`src/rtl/controle_jogo_pkg.sv`:
```
// Shared definitions for the sequence-memory game controller.
// Holds the FSM state codes, default timing values and small elaboration helpers,
// so the datapath and the benches decode db_estado the same way the controller does.
package controle_jogo_pkg;

    // State codes are visible on db_estado, so their values are fixed.
    typedef enum logic [3:0] {
        INICIAL     = 4'h0,
        PREPARA     = 4'h1,
        MOSTRA      = 4'h2,
        APAGA       = 4'h3,
        ESPERA      = 4'h4,
        REGISTRA    = 4'h5,
        COMPARA     = 4'h6,
        PROXIMA     = 4'h7,
        NOVA_RODADA = 4'h8,
        GANHOU      = 4'hA,
        TIMEOUT     = 4'hD,
        PERDEU      = 4'hE
    } estado_t;

    // Default timing, in clock cycles at the nominal 1 kHz clock.
    localparam int T_LED_DEF     = 500;
    localparam int T_APAGADO_DEF = 250;
    localparam int T_TIMEOUT_DEF = 3000;

    // Index of the last round for each difficulty setting.
    localparam logic [3:0] ULTIMA_FACIL   = 4'd3;
    localparam logic [3:0] ULTIMA_DIFICIL = 4'd15;

    function automatic int max3(input int a, input int b, input int c);
        int m;
        m = (a > b) ? a : b;
        return (m > c) ? m : c;
    endfunction

    // Bits needed to count 0..n-1, never less than one.
    function automatic int largura(input int n);
        return (n <= 2) ? 1 : $clog2(n);
    endfunction

endpackage

```
`src/rtl/controle_jogo_if.sv`:
```
// Signal bundle between the game controller and its datapath.
// master: controller side (drives control/status, reads play results).
// slave : datapath/bench side (drives requests and compare results).
interface controle_jogo_if;

    // requests and play results towards the controller
    logic       jogar;
    logic       dificuldade;
    logic       memoria;
    logic       tem_jogada;
    logic       igual;

    // control and status from the controller
    logic [3:0] endereco;
    logic       banco;
    logic       mostra_leds;
    logic       led_aceso;
    logic       registra;
    logic       pronto;
    logic       ganhou;
    logic       perdeu;
    logic       timeout;
    logic [3:0] db_rodada;
    logic [3:0] db_estado;

    modport master (
        input  jogar, dificuldade, memoria, tem_jogada, igual,
        output endereco, banco, mostra_leds, led_aceso, registra,
               pronto, ganhou, perdeu, timeout, db_rodada, db_estado
    );

    modport slave (
        output jogar, dificuldade, memoria, tem_jogada, igual,
        input  endereco, banco, mostra_leds, led_aceso, registra,
               pronto, ganhou, perdeu, timeout, db_rodada, db_estado
    );

endinterface

```
`src/rtl/controle_jogo_contador.sv`:
```
// Modulus-M up counter with synchronous clear, count enable and terminal flag.
// Latency: q updates one clock after clr/en; fim is combinational from q.
// No backpressure: counts whenever en is high, wrapping from M-1 to 0.
// Ports: clock; clr (sync clear, wins over en); en; q (count); fim (q == M-1).
module contador_m #(
    parameter int M = 16,
    parameter int W = 4
) (
    input  logic         clock,
    input  logic         clr,
    input  logic         en,
    output logic [W-1:0] q,
    output logic         fim
);

    assign fim = (q == W'(M - 1));

    always_ff @(posedge clock) begin
        if (clr) begin
            q <= '0;
        end else if (en) begin
            q <= fim ? '0 : q + W'(1);
        end
    end

endmodule

```
`src/rtl/controle_jogo.sv`:
```
// Sequence-memory game controller: shows the sequence per round, waits for plays, judges.
// Latency: Moore outputs, all registered state; decisions take effect one clock later.
// No backpressure: tem_jogada is a one-cycle pulse, only accepted while waiting for a play.
// Ports: clock, reset (sync, active-high); bus (master side of controle_jogo_if):
//   in : jogar, dificuldade, memoria, tem_jogada, igual
//   out: endereco, banco, mostra_leds, led_aceso, registra, pronto, ganhou, perdeu,
//        timeout, db_rodada, db_estado
module controle_jogo
    import controle_jogo_pkg::*;
#(
    parameter int T_LED     = T_LED_DEF,
    parameter int T_APAGADO = T_APAGADO_DEF,
    parameter int T_TIMEOUT = T_TIMEOUT_DEF
) (
    input  logic            clock,
    input  logic            reset,
    controle_jogo_if.master bus
);

    // The timer is sized to hold the largest interval value itself.
    localparam int T_MAX = max3(T_LED, T_APAGADO, T_TIMEOUT);
    localparam int TW    = largura(T_MAX + 1);

    estado_t       estado;
    estado_t       prox;

    logic [TW-1:0] timer;
    logic          timer_fim;
    logic [3:0]    jogada;
    logic          jogada_fim;
    logic [3:0]    rodada;
    logic          rodada_fim;

    logic [3:0]    ultima;
    logic          banco_q;

    logic          jog_clr;
    logic          jog_inc;
    logic          rod_inc;

    logic          led_fim;
    logic          apagado_fim;
    logic          espera_fim;

    // The timer restarts at 0 on every state change, so each comparison
    // below measures cycles spent in the current state.
    assign led_fim     = (timer == TW'(T_LED - 1));
    assign apagado_fim = (timer == TW'(T_APAGADO - 1));
    assign espera_fim  = (timer == TW'(T_TIMEOUT - 1));

    // ---------------------------------------------------------------
    // State register
    // ---------------------------------------------------------------
    always_ff @(posedge clock) begin
        if (reset) begin
            estado <= INICIAL;
        end else begin
            estado <= prox;
        end
    end

    // ---------------------------------------------------------------
    // Next state and counter strobes
    // ---------------------------------------------------------------
    always_comb begin
        prox    = estado;
        jog_clr = 1'b0;
        jog_inc = 1'b0;
        rod_inc = 1'b0;

        case (estado)
            INICIAL: begin
                if (bus.jogar) begin
                    prox = PREPARA;
                end
            end

            PREPARA: begin
                jog_clr = 1'b1;
                prox    = MOSTRA;
            end

            MOSTRA: begin
                if (led_fim) begin
                    prox = APAGA;
                end
            end

            // After the dark gap either show the next LED of this round
            // or, once every LED up to the round index is shown, wait for plays.
            APAGA: begin
                if (apagado_fim) begin
                    if (jogada == rodada) begin
                        jog_clr = 1'b1;
                        prox    = ESPERA;
                    end else begin
                        jog_inc = 1'b1;
                        prox    = MOSTRA;
                    end
                end
            end

            // A play on the very last allowed cycle still counts.
            ESPERA: begin
                if (bus.tem_jogada) begin
                    prox = REGISTRA;
                end else if (espera_fim) begin
                    prox = TIMEOUT;
                end
            end

            REGISTRA: begin
                prox = COMPARA;
            end

            COMPARA: begin
                if (!bus.igual) begin
                    prox = PERDEU;
                end else if (jogada < rodada) begin
                    prox = PROXIMA;
                end else if (rodada == ultima) begin
                    prox = GANHOU;
                end else begin
                    prox = NOVA_RODADA;
                end
            end

            PROXIMA: begin
                jog_inc = 1'b1;
                prox    = ESPERA;
            end

            NOVA_RODADA: begin
                rod_inc = 1'b1;
                jog_clr = 1'b1;
                prox    = MOSTRA;
            end

            GANHOU, PERDEU, TIMEOUT: begin
                if (bus.jogar) begin
                    prox = PREPARA;
                end
            end

            default: begin
                prox = INICIAL;
            end
        endcase
    end

    // ---------------------------------------------------------------
    // Counters. Enables are gated by the terminal flag so a counter
    // saturates instead of wrapping if it ever reaches its top value.
    // ---------------------------------------------------------------
    contador_m #(
        .M (T_MAX + 1),
        .W (TW)
    ) u_timer (
        .clock (clock),
        .clr   (reset | (prox != estado)),
        .en    (~timer_fim),
        .q     (timer),
        .fim   (timer_fim)
    );

    contador_m #(
        .M (16),
        .W (4)
    ) u_jogada (
        .clock (clock),
        .clr   (reset | jog_clr),
        .en    (jog_inc & ~jogada_fim),
        .q     (jogada),
        .fim   (jogada_fim)
    );

    contador_m #(
        .M (16),
        .W (4)
    ) u_rodada (
        .clock (clock),
        .clr   (reset | (estado == PREPARA)),
        .en    (rod_inc & ~rodada_fim),
        .q     (rodada),
        .fim   (rodada_fim)
    );

    // ---------------------------------------------------------------
    // Game settings, captured once per game so later changes on
    // dificuldade/memoria only matter at the next start.
    // ---------------------------------------------------------------
    always_ff @(posedge clock) begin
        if (reset) begin
            ultima  <= 4'd0;
            banco_q <= 1'b0;
        end else if (estado == PREPARA) begin
            ultima  <= bus.dificuldade ? ULTIMA_DIFICIL : ULTIMA_FACIL;
            banco_q <= bus.memoria;
        end
    end

    // ---------------------------------------------------------------
    // Outputs
    // ---------------------------------------------------------------
    assign bus.endereco    = jogada;
    assign bus.banco       = banco_q;
    assign bus.mostra_leds = (estado == MOSTRA) || (estado == APAGA);
    assign bus.led_aceso   = (estado == MOSTRA);
    assign bus.registra    = (estado == REGISTRA);
    assign bus.pronto      = (estado == GANHOU) || (estado == PERDEU) || (estado == TIMEOUT);
    assign bus.ganhou      = (estado == GANHOU);
    assign bus.perdeu      = (estado == PERDEU);
    assign bus.timeout     = (estado == TIMEOUT);
    assign bus.db_rodada   = rodada;
    assign bus.db_estado   = estado;

endmodule
```
`src/flat_wrapper.sv`:
```
// flat-port wrapper written by rule: the top's interface ports become plain ports
module controle_jogo_flat import controle_jogo_pkg::*;
#(
    parameter int T_LED     = T_LED_DEF,
    parameter int T_APAGADO = T_APAGADO_DEF,
    parameter int T_TIMEOUT = T_TIMEOUT_DEF
)
  (clock, reset, bus_jogar, bus_dificuldade, bus_memoria, bus_tem_jogada, bus_igual, bus_endereco, bus_banco, bus_mostra_leds, bus_led_aceso, bus_registra, bus_pronto, bus_ganhou, bus_perdeu, bus_timeout, bus_db_rodada, bus_db_estado);
  controle_jogo_if bus_i ();
  input  logic clock;
  input  logic reset;
  input wire logic [$bits(bus_i.jogar)-1:0] bus_jogar;
  input wire logic [$bits(bus_i.dificuldade)-1:0] bus_dificuldade;
  input wire logic [$bits(bus_i.memoria)-1:0] bus_memoria;
  input wire logic [$bits(bus_i.tem_jogada)-1:0] bus_tem_jogada;
  input wire logic [$bits(bus_i.igual)-1:0] bus_igual;
  output wire logic [$bits(bus_i.endereco)-1:0] bus_endereco;
  output wire logic [$bits(bus_i.banco)-1:0] bus_banco;
  output wire logic [$bits(bus_i.mostra_leds)-1:0] bus_mostra_leds;
  output wire logic [$bits(bus_i.led_aceso)-1:0] bus_led_aceso;
  output wire logic [$bits(bus_i.registra)-1:0] bus_registra;
  output wire logic [$bits(bus_i.pronto)-1:0] bus_pronto;
  output wire logic [$bits(bus_i.ganhou)-1:0] bus_ganhou;
  output wire logic [$bits(bus_i.perdeu)-1:0] bus_perdeu;
  output wire logic [$bits(bus_i.timeout)-1:0] bus_timeout;
  output wire logic [$bits(bus_i.db_rodada)-1:0] bus_db_rodada;
  output wire logic [$bits(bus_i.db_estado)-1:0] bus_db_estado;
  assign bus_i.jogar = bus_jogar;
  assign bus_i.dificuldade = bus_dificuldade;
  assign bus_i.memoria = bus_memoria;
  assign bus_i.tem_jogada = bus_tem_jogada;
  assign bus_i.igual = bus_igual;
  assign bus_endereco = bus_i.endereco;
  assign bus_banco = bus_i.banco;
  assign bus_mostra_leds = bus_i.mostra_leds;
  assign bus_led_aceso = bus_i.led_aceso;
  assign bus_registra = bus_i.registra;
  assign bus_pronto = bus_i.pronto;
  assign bus_ganhou = bus_i.ganhou;
  assign bus_perdeu = bus_i.perdeu;
  assign bus_timeout = bus_i.timeout;
  assign bus_db_rodada = bus_i.db_rodada;
  assign bus_db_estado = bus_i.db_estado;
  controle_jogo #(.T_LED(T_LED), .T_APAGADO(T_APAGADO), .T_TIMEOUT(T_TIMEOUT)) u_core (.clock(clock), .reset(reset), .bus(bus_i));
endmodule
```
`config.mk`:
```
export PLATFORM = sky130hd
export DESIGN_NAME = controle_jogo_flat
export DESIGN_NICKNAME = d
export VERILOG_FILES = /design/src/rtl/controle_jogo_pkg.sv /design/src/rtl/controle_jogo_if.sv /design/src/rtl/controle_jogo_contador.sv /design/src/rtl/controle_jogo.sv /design/src/flat_wrapper.sv
export SDC_FILE = /design/constraint.sdc
export NUM_CORES = 1
export LEC_CHECK = 0
export CELL_PAD_IN_SITES_DETAIL_PLACEMENT = 0
export CELL_PAD_IN_SITES_GLOBAL_PLACEMENT = 1
export CORE_MARGIN = 5
export CORE_UTILIZATION = 41
export CTS_CLUSTER_DIAMETER = 150
export CTS_CLUSTER_SIZE = 30
export DETAILED_ROUTE_END_ITERATION = 6
export PLACE_DENSITY_LB_ADDON = 0.2
export SLEW_MARGIN = 20
export SYNTH_ARGS = -nofsm -noshare
export SYNTH_HDL_FRONTEND = slang
export SYNTH_SLANG_ARGS = --single-unit
export TNS_END_PERCENT = 50
```
`constraint.sdc`:
```
create_clock -name clock -period 3.6 [get_ports clock]
set_input_delay 0.72 -clock clock [delete_from_list [all_inputs] [get_ports clock]]
set_output_delay 0.72 -clock clock [all_outputs]
set_load 0.01 [all_outputs]
```
# == Yosys cells after proc, flatten, opt, wreduce, memory -nomap -nowiden ==
# Index checks and enable logic that the tools add are counted.
# W data, S select, Z words.
# word_totals
reg_bits,29
input_bits,7
output_inout_bits,20
word_cells,63
# op_classes
addsub,3
order_cmp,1
n_eq_ne,20
n_mux,20
bitwise_logic,7
reduce_logical,6
# op_table
cell,count
$mux W4,10
$pmux W4 S8,1
$eq A12 B12 Y1 const B,2
$eq A4 B4 Y1 const B,6
$eq A4 B3 Y1 const B,4
$add A12 B1 Y12 const B,1
$eq A12 B8 Y1 const B,1
$eq A12 B9 Y1 const B,1
$add A4 B1 Y4 const B,2
$eq A4 B2 Y1 const B,2
$eq A4 B4 Y1,2
$mux W1,5
$eq A4 B1 Y1 const B,1
$logic_not A4 Y1,1
$lt A4 B4 Y1,1
$ne A4 B4 Y1,1
$pmux W1 S2,2
$reduce_or A4 Y1,1
$logic_or A1 B1 Y1,3
$mux W3,1
$or A1 B1 Y1,3
$and A1 B1 Y1,2
$mux W2,1
$not A1 Y1,2
$reduce_or A2 Y1,1

# == Depth between registers and ports, before layout ==
# Gate-level depths: netlist of run 1.
# logic_depth
ltp_word,7
ltp_mapped,8
depth_no_buf,7

# == By module ==
# A second synthesis of run 1 with hierarchy kept.
# unflattened
hier_cells,214
hier_area_um2,1798.0
# by_module_without_submodules
module,instances,cells_each,area_each_um2,seq_area_each_um2
controle_jogo,1,109,762.0,140.1
contador_m at u_core.u_timer,1,67,683.2,240.2
contador_m at u_core.u_jogada ...,2,19,176.4,80.1

# == Least setup slack after synthesis of run 1 ==
# Ideal clock, no wire load.
# synth_timing
kind,reg2reg
startpoint,register u_core.u_timer.q[2]
endpoint,register u_core.u_timer.q[10]
setup_time_ns,0.104
arrival_time_ns,2.395
required_time_ns,3.496
slack_ns,1.101
path_stages_with_launch,8
n_path_buf,2
synth_period_minus_slack_ns,2.499
cell_sequence,dfxtp_1 > buf_6 > or4_4 > o31a_1 > a211o_1 > or4_4 > buf_6 > a2111oi_2
# synth_via
elab_chain_cells,6
word_cells_on_any_way,12
cone_classes,1 x add/sub; 5 x eq/ne; 5 x mux; 1 x bitwise
# synth_rtl
item,line,source
start: declaration,controle_jogo_contador.sv:12,"output logic [W-1:0] q,"
start signal: assignment,controle_jogo_contador.sv:22,q <= fim ? '0 : q + W'(1);
$eq A12 B12 Y1,controle_jogo.sv:49,assign espera_fim = (timer == TW'(T_TIMEOUT - 1));
$mux W4,controle_jogo.sv:107,end else if (espera_fim) begin
$mux W4,controle_jogo.sv:105,if (bus.tem_jogada) begin
$pmux W4 S8,controle_jogo.sv:71,case (estado)
$ne A4 B4 Y1,controle_jogo.sv:160,".clr (reset | (prox != estado)),"
$or A1 B1 Y1,controle_jogo.sv:160,
# Parallel ways exist; a longest one is shown, timed or not.
# A chain may end at the register's enable or synchronous reset.

# == Final worst setup path of run 1 ==
# layout_timing
startpoint,"register u_core.estado[2], in the netlist u_core.bus.db_estado[2]"
endpoint,output port bus_pronto
# layout_via
elab_chain_cells,3
word_cells_on_any_way,5
cone_classes,3 x eq/ne; 2 x reduce/logical
# layout_rtl
item,line,source
start: declaration,controle_jogo.sv:24,estado_t estado;
start signal: assignment,controle_jogo.sv:58,estado <= prox;
$eq A4 B4 Y1,controle_jogo.sv:210,assign bus.pronto = (estado == GANHOU) || (estado == PERDEU) || (estado == TIMEOUT);
$logic_or A1 B1 Y1,controle_jogo.sv:210,
$logic_or A1 B1 Y1 (*),controle_jogo.sv:210,
end: declaration,flat_wrapper.sv:22,output wire logic [$bits(bus_i.pronto)-1:0] bus_pronto;
# Every way passes the cells marked *; elsewhere a longest branch is shown, timed or not.

==> flow_metrics.tcl, run 1 <==
set metrics [dict create \
    holdBufCountCts 0 \
    path_buf_inv 2 \
    synth-edff-count 0 \
    fin_worst_skew_ps 7.60 \
    clk_path_buf_depth 2 \
    rows 24 \
    dp_hpwl_um 3180 \
    vias_per_cell 5.89 \
    final_common_cell "dfxtp_1" \
    r2r_slack_ps 810 \
    place.gp.congestion 0.781 \
    ys_ff_latch 27 \
    dieArea_sq_um 6080 \
    die_width_um 78.0 \
    initial_core_util_pct 42.9 \
    syn_inst 223 \
    clkLatencyLatePin_ps 280 \
    portBuffers 26 \
    dp_slack_ps 673 \
    drt-met1-wl_um 2280 \
    critical_path_class "reg -> out" \
    holdPathEnd "u_core.bus.banco" \
    drive_gt1_share_pct 10.2 \
    seq_power_share_pct 52.2 \
    cts_num_sinks 27 \
    synthesis.area_sq_um 1890 \
    ctsResizeCount 0 \
    crit_path_start_kind "register" \
    met2_wirelength_um 1890 \
    crit_path_start "u_core.bus.db_estado[2]" \
    r2r_start "u_core.u_timer.q[2]" \
    reg2reg_depth 5 \
    cts_setup_buffers 0 \
    drt_wl_total_um 4410 \
    critPathMaxStageDelay_ps 650 \
    p_int_w 0.000437 \
    critPathArrivalTime_ps 2170 \
    areaGrowthSynthToFinish_pct 18.2 \
    clock_power_share_pct 29.0 \
    cts_tree "done" \
    path_cells "inv_1 -> or2_2 -> a21oi_1 -> clkdlybuf4s50_1" \
    drt-initial-drc-count 121 \
    fin_nets 261 \
    cts_max_level 1 \
    p_total_w 0.000613 \
    path_delay_family "buffers and inverters" \
    drv_slew 0 \
    route.detailed.drc 0 \
    grt_pass1_wl_um 7750 \
    max_freq_ghz 0.346 \
    cp.required_ps 2880 \
    power_density_nw_per_um2 274 \
    synth_async_sr_flop_share_pct 0 \
    fin_crit_sh_pct 80.3 \
    diodes 0 \
    antenna_found_initial 0 \
    ys_seq_area_share_pct 28.6 \
    tns_ps 0 \
    cts_buffers 3 \
    synthFlopType "dfxtp_1" \
    p_leak_nw 0.709 \
    finalCriticalPeriod_ps 2890 \
    fin_ws_ps 708 \
    setup_viol 0 \
    drt_first_pass_iters 4 \
    final_cell_mix "dfxtp_1 (27), clkdlybuf4s50_1 (26), nor2_1 (23)" \
    worst_pin_slew_ps 719 \
    hold_path.class "reg -> reg" \
    relSlewSlack_pct 52.0 \
    die_h_um 78.0 \
    top_layer_used "met4" \
    crit_slowest_cell "dfxtp_1" \
    r2r_end "u_core.u_timer.q[0]" \
    io_pins 27 \
    grt_max_degree 20 \
    swShare_pct 28.7 \
    clk_pin_slew_worst_paths_ps 90 \
    hold_depth 2 \
    maxCapViolCount 0 \
    grt_pass1_vias 1641 \
    vdd_drop_max_v 0.000111 \
    grt_overflow 0 \
    pwr-share-comb_pct 18.7 \
    status "finished clean" \
    ant_nets 0 \
    avgSynthCellArea_sq_um 8.49 \
    grt_use_total_pct 15.0 \
    rsz0062_at_grt "false" \
    worstHoldStart "u_core.bus.banco" \
    syn_nets 239 \
    routed-wl-met3_um 206 \
    wire_per_inst_um 14.9 \
    yosys_warnings 0 \
    hold_violations 0 \
    cp_max_fo 14 \
    via_count 1742 \
    switching_power_w 0.000176 \
    end_kind "output port" \
    core_area_sq_um 4410 \
    ys_types 49 \
    clockRootBuffer "clkbuf_8" \
]
[registers in the layout, summed over array words and instances, names as in the netlist]
name	count
u_core.bus.db_estado	4
u_core.u_timer.q	12
u_core.bus.banco	1
u_core.u_jogada.q	4
u_core.ultima	2
u_core.u_rodada.q	4
[Yosys cell counts (all sizes together) (7+ instances only)]
cell      n  area [sq um]
nand3    16          80.1
nor2     23          86.3
inv       9          33.8
o21ai     9          45.0
clkbuf    8          30.0
ha        9           113
dfxtp    27           541
a2111oi  12           180
nand2    11          41.3
a21oi     9          45.0
xnor2     7          61.3
[layout make-up]
class	count	area, sq um
multi-input cells	173	1250
clock inverters	1	5.00
clock buffers	3	41.3
fillers	422	2180
well taps	52	65.1
repair buffers	31	298
flip-flops and latches	27	541
inverters	9	33.8
[power by group through the flow]
| stage | Sequential [W] | Combinational, W | Clock, W |
|---|---|---|---|
| global route | 0.000322 | 0.000126 | 0.000198 |
| finish | 0.000320 | 0.000115 | 0.000178 |
| CTS | 0.000320 | 0.000116 | 0.000182 |
| floorplan | 0.000324 | 0.0000814 | 0 |
| global placement | 0.000327 | 0.000115 | 0 |
| detailed placement | 0.000327 | 0.000115 | 0 |
[how the worst max path moves through the flow]
stage / slack (ps) / cells after the start / end
floorplan: 1100 / 7 / u_core.u_timer.q[10]
global placement: 790 / 6 / u_core.u_timer.q[11]
detailed placement: 670 / 6 / u_core.u_timer.q[0]
CTS: 710 / 4 / bus_pronto
global route: 570 / 4 / bus_pronto
finish: 710 / 4 / bus_pronto
[metal layers]
layer	vias to the layer above	GRT usage, %
met1	816	22.3
li1	876	-
met3	4	2.78
met4	0	4.39
met2	46	22.0
met5	-	0
[logic make-up (layout without fill, tap and decap cells)]
group           Yosys count  count (layout)  share of synthesized area (%)
simple gates             98              98                           29.1
flops                    27              27                           28.6
mux                       6               6                           3.17
xor+xnor                 13              13                           6.01
compound gates           47              47                           21.7
buf+inv                  23              44                           5.49
fa+ha+maj                 9               9                           5.95
[through the flow]
step	instances	hold slack (ps)	instance area [sq um]	utilization, %
2_1_floorplan	223	455	1890	-
6_report	296	506	2240	50.7
3_5_place_dp	292	485	2190	49.6
4_1_cts	296	508	2240	50.7
5_1_grt	296	536	2240	50.7
3_3_place_gp	292	474	2190	49.6
[worst min-delay path, delay by kind of cell, from the launching register on]
kind	cells	cell delay (ps)
multiplexers	1	70
flip-flops	1	340
AND/OR/NAND/NOR	1	70
(Power assumes the default switching activity.)
==> run 2, diff against run 1 <==
==> constraint.sdc (replaced) <==
create_clock -name clock -period 2.9 [get_ports clock]
set_input_delay 0.58 -clock clock [delete_from_list [all_inputs] [get_ports clock]]
set_output_delay 0.58 -clock clock [all_outputs]
set_load 0.01 [all_outputs]
==> run 2 against run 1 <==
  * Die area is the same
  * Critical path type unchanged
  * Clock power grew 20%
  * Sequential cell count did not move
  * First-iteration DRC count shrank 5.0%
  * Final area up 2.6%
  * Clock skew shrank 4.0 ps
  * Wire length increased by 3.0%
  * Global-route usage is 0.42 points higher
  * Sequential share of layout area fell by 0.62 points
  * Cell count increased by 2.4%
==> flow_metrics.tcl, run 2 (synthesis results as in run 1) <==
set metrics [dict create \
    status "finished clean" \
    power_density_nw_per_um2 331 \
    max_freq_ghz 0.379 \
    maxCapViolCount 0 \
    critPathArrivalTime_ps 2060 \
    rsz0062_at_grt "false" \
    areaGrowthSynthToFinish_pct 21.3 \
    tns_ps 0 \
    hold_path.class "reg -> reg" \
    dieArea_sq_um 6080 \
    final_common_cell "dfxtp_1" \
    clk_path_buf_depth 2 \
    grt_overflow 0 \
    vias_per_cell 5.73 \
    clkLatencyLatePin_ps 270 \
    drt_first_pass_iters 5 \
    ant_nets 0 \
    reg2reg_depth 5 \
    dp_hpwl_um 3320 \
    vdd_drop_max_v 0.000166 \
    place.gp.congestion 0.803 \
    diodes 0 \
    final_cell_mix "dfxtp_1 (27), clkdlybuf4s50_1 (26), nor2_1 (23)" \
    top_register "u_core.u_timer.q" \
    initial_core_util_pct 42.9 \
    cts_buffers 3 \
    finalHoldWorstSlack_ps 512 \
    core_area_sq_um 4410 \
    clockRootBuffer "clkbuf_8" \
    wire_per_inst_um 15.0 \
    cts_max_level 1 \
    finalCriticalPeriod_ps 2640 \
    largest_reg_flops 12 \
    r2r_slack_ps 290 \
    holdPathEnd "u_core.bus.banco" \
    fin_nets 268 \
    hold_depth 2 \
    setup_viol 0 \
    holdBufCountCts 0 \
    drt-initial-drc-count 115 \
    clk_pin_slew_worst_paths_ps 90 \
    portBuffers 26 \
    grt_max_degree 16 \
    cts_num_sinks 27 \
    r2r_end "u_core.u_timer.q[11]" \
    via_count 1735 \
    grt_pass1_vias 1670 \
    critical_path_class "reg -> out" \
    antenna_found_initial 0 \
    cts_setup_buffers 0 \
    cts_tree "done" \
    fin_util_pct 52.0 \
    cp_max_fo 14 \
    r2r_start "u_core.u_timer.q[11]" \
    grt_pass1_wl_um 7980 \
    die_h_um 78.0 \
    worstHoldStart "u_core.bus.banco" \
    n_fill_cell 422 \
    io_pins 27 \
    fin_crit_sh_pct 90.9 \
    crit_path_start_kind "register" \
    worst_pin_slew_ps 527 \
    drt_wl_total_um 4550 \
    route.detailed.drc 0 \
    drive_gt1_share_pct 13.1 \
    relSlewSlack_pct 64.4 \
    fin_worst_skew_ps 3.62 \
    hold_violations 0 \
    die_width_um 78.0 \
    rows 24 \
    grt_use_total_pct 15.4 \
    drv_slew 0 \
    end_kind "output port" \
    cp.required_ps 2320 \
    p_leak_nw 0.746 \
]
==> run 2: cell count changes in the layout (fill, tap and decap cells not counted) <==
cell and change:
nor4bb_1 -1, nor4bb_2 +1, buf_4 +7
==> run 2: timing repair <==
action	4_1_cts	5_1_grt
setup endpoints to repair	0	1
endpoints found under the hold margin	0	0
resized for setup	0	1
==> run 2: how the worst max path moves through the flow <==
stage / end / cells past startpoint / slack (ps) / startpoint
after floorplan: u_core.u_timer.q[10] / 7 / 400 / u_core.u_timer.q[2]
after global placement: u_core.u_timer.q[11] / 6 / 290 / bus_tem_jogada
after detailed placement: u_core.u_timer.q[4] / 6 / 260 / bus_tem_jogada
after CTS: bus_pronto / 4 / 250 / u_core.bus.db_estado[2]
after global routing: u_core.u_timer.q[11] / 5 / 30 / u_core.u_timer.q[11]
final: bus_pronto / 4 / 260 / u_core.bus.db_estado[2]
==> run 2: worst max-delay path, cell delays in order (launching register included) <==
cell and delay, ps:
dfxtp_1 600, inv_1 170, or2_2 330, a21oi_1 140
clkdlybuf4s50_1 540
==> run 2: area by class of cell <==
type	count	area, sq um	area share, %
multi-input cells	173	1260	54.9
flip-flops and latches	27	541	23.5
repair buffers	38	350	15.3
well taps	52	65.1	2.83
clock buffers	3	41.3	1.80
inverters	9	33.8	1.47
clock inverters	1	5.00	0.218
==> run 2: stage by stage <==
step | power (W) | area [sq um] | instances | setup WS, ps
5_1_grt | 0.000801 | 2300 | 303 | 28.0
4_1_cts | 0.000769 | 2290 | 303 | 245
3_5_place_dp | 0.000554 | 2240 | 299 | 258
2_1_floorplan | 0.000503 | 1890 | 223 | 401
3_3_place_gp | 0.000555 | 2240 | 299 | 291
6_report | 0.000761 | 2300 | 303 | 264
==> run 2: metal layers <==
| layer | global-route usage [%] | vias up | share of wire [%] |
|---|---|---|---|
| met2 | 22.4 | 34 | 42 |
| met5 | 0 | - | 0 |
| li1 | - | 893 | - |
| met3 | 1.85 | 6 | 3.7 |
| met4 | 3.72 | 0 | 1.3 |
| met1 | 24.0 | 802 | 53 |
==> run 2: report_power, final <==
| group | switching (W) | leakage (nW) | internal (W) |
|---|---|---|---|
| Sequential | 0.0000159 | 0.218 | 0.000381 |
| Combinational | 0.0000804 | 0.502 | 0.0000692 |
| Clock | 0.000118 | 0.0255 | 0.0000964 |
==> run 3, diff against run 2 <==
--- a/config.mk
+++ b/config.mk
@@ -5,6 +5,7 @@
 export SDC_FILE = /design/constraint.sdc
 export NUM_CORES = 1
 export LEC_CHECK = 0
+export ABC_CLOCK_PERIOD_IN_PS = 2900
 export CELL_PAD_IN_SITES_DETAIL_PLACEMENT = 0
 export CELL_PAD_IN_SITES_GLOBAL_PLACEMENT = 1
 export CORE_MARGIN = 5
==> results of run 3 <==
The final DEF is identical to that of run 2; final timing and power are the same.
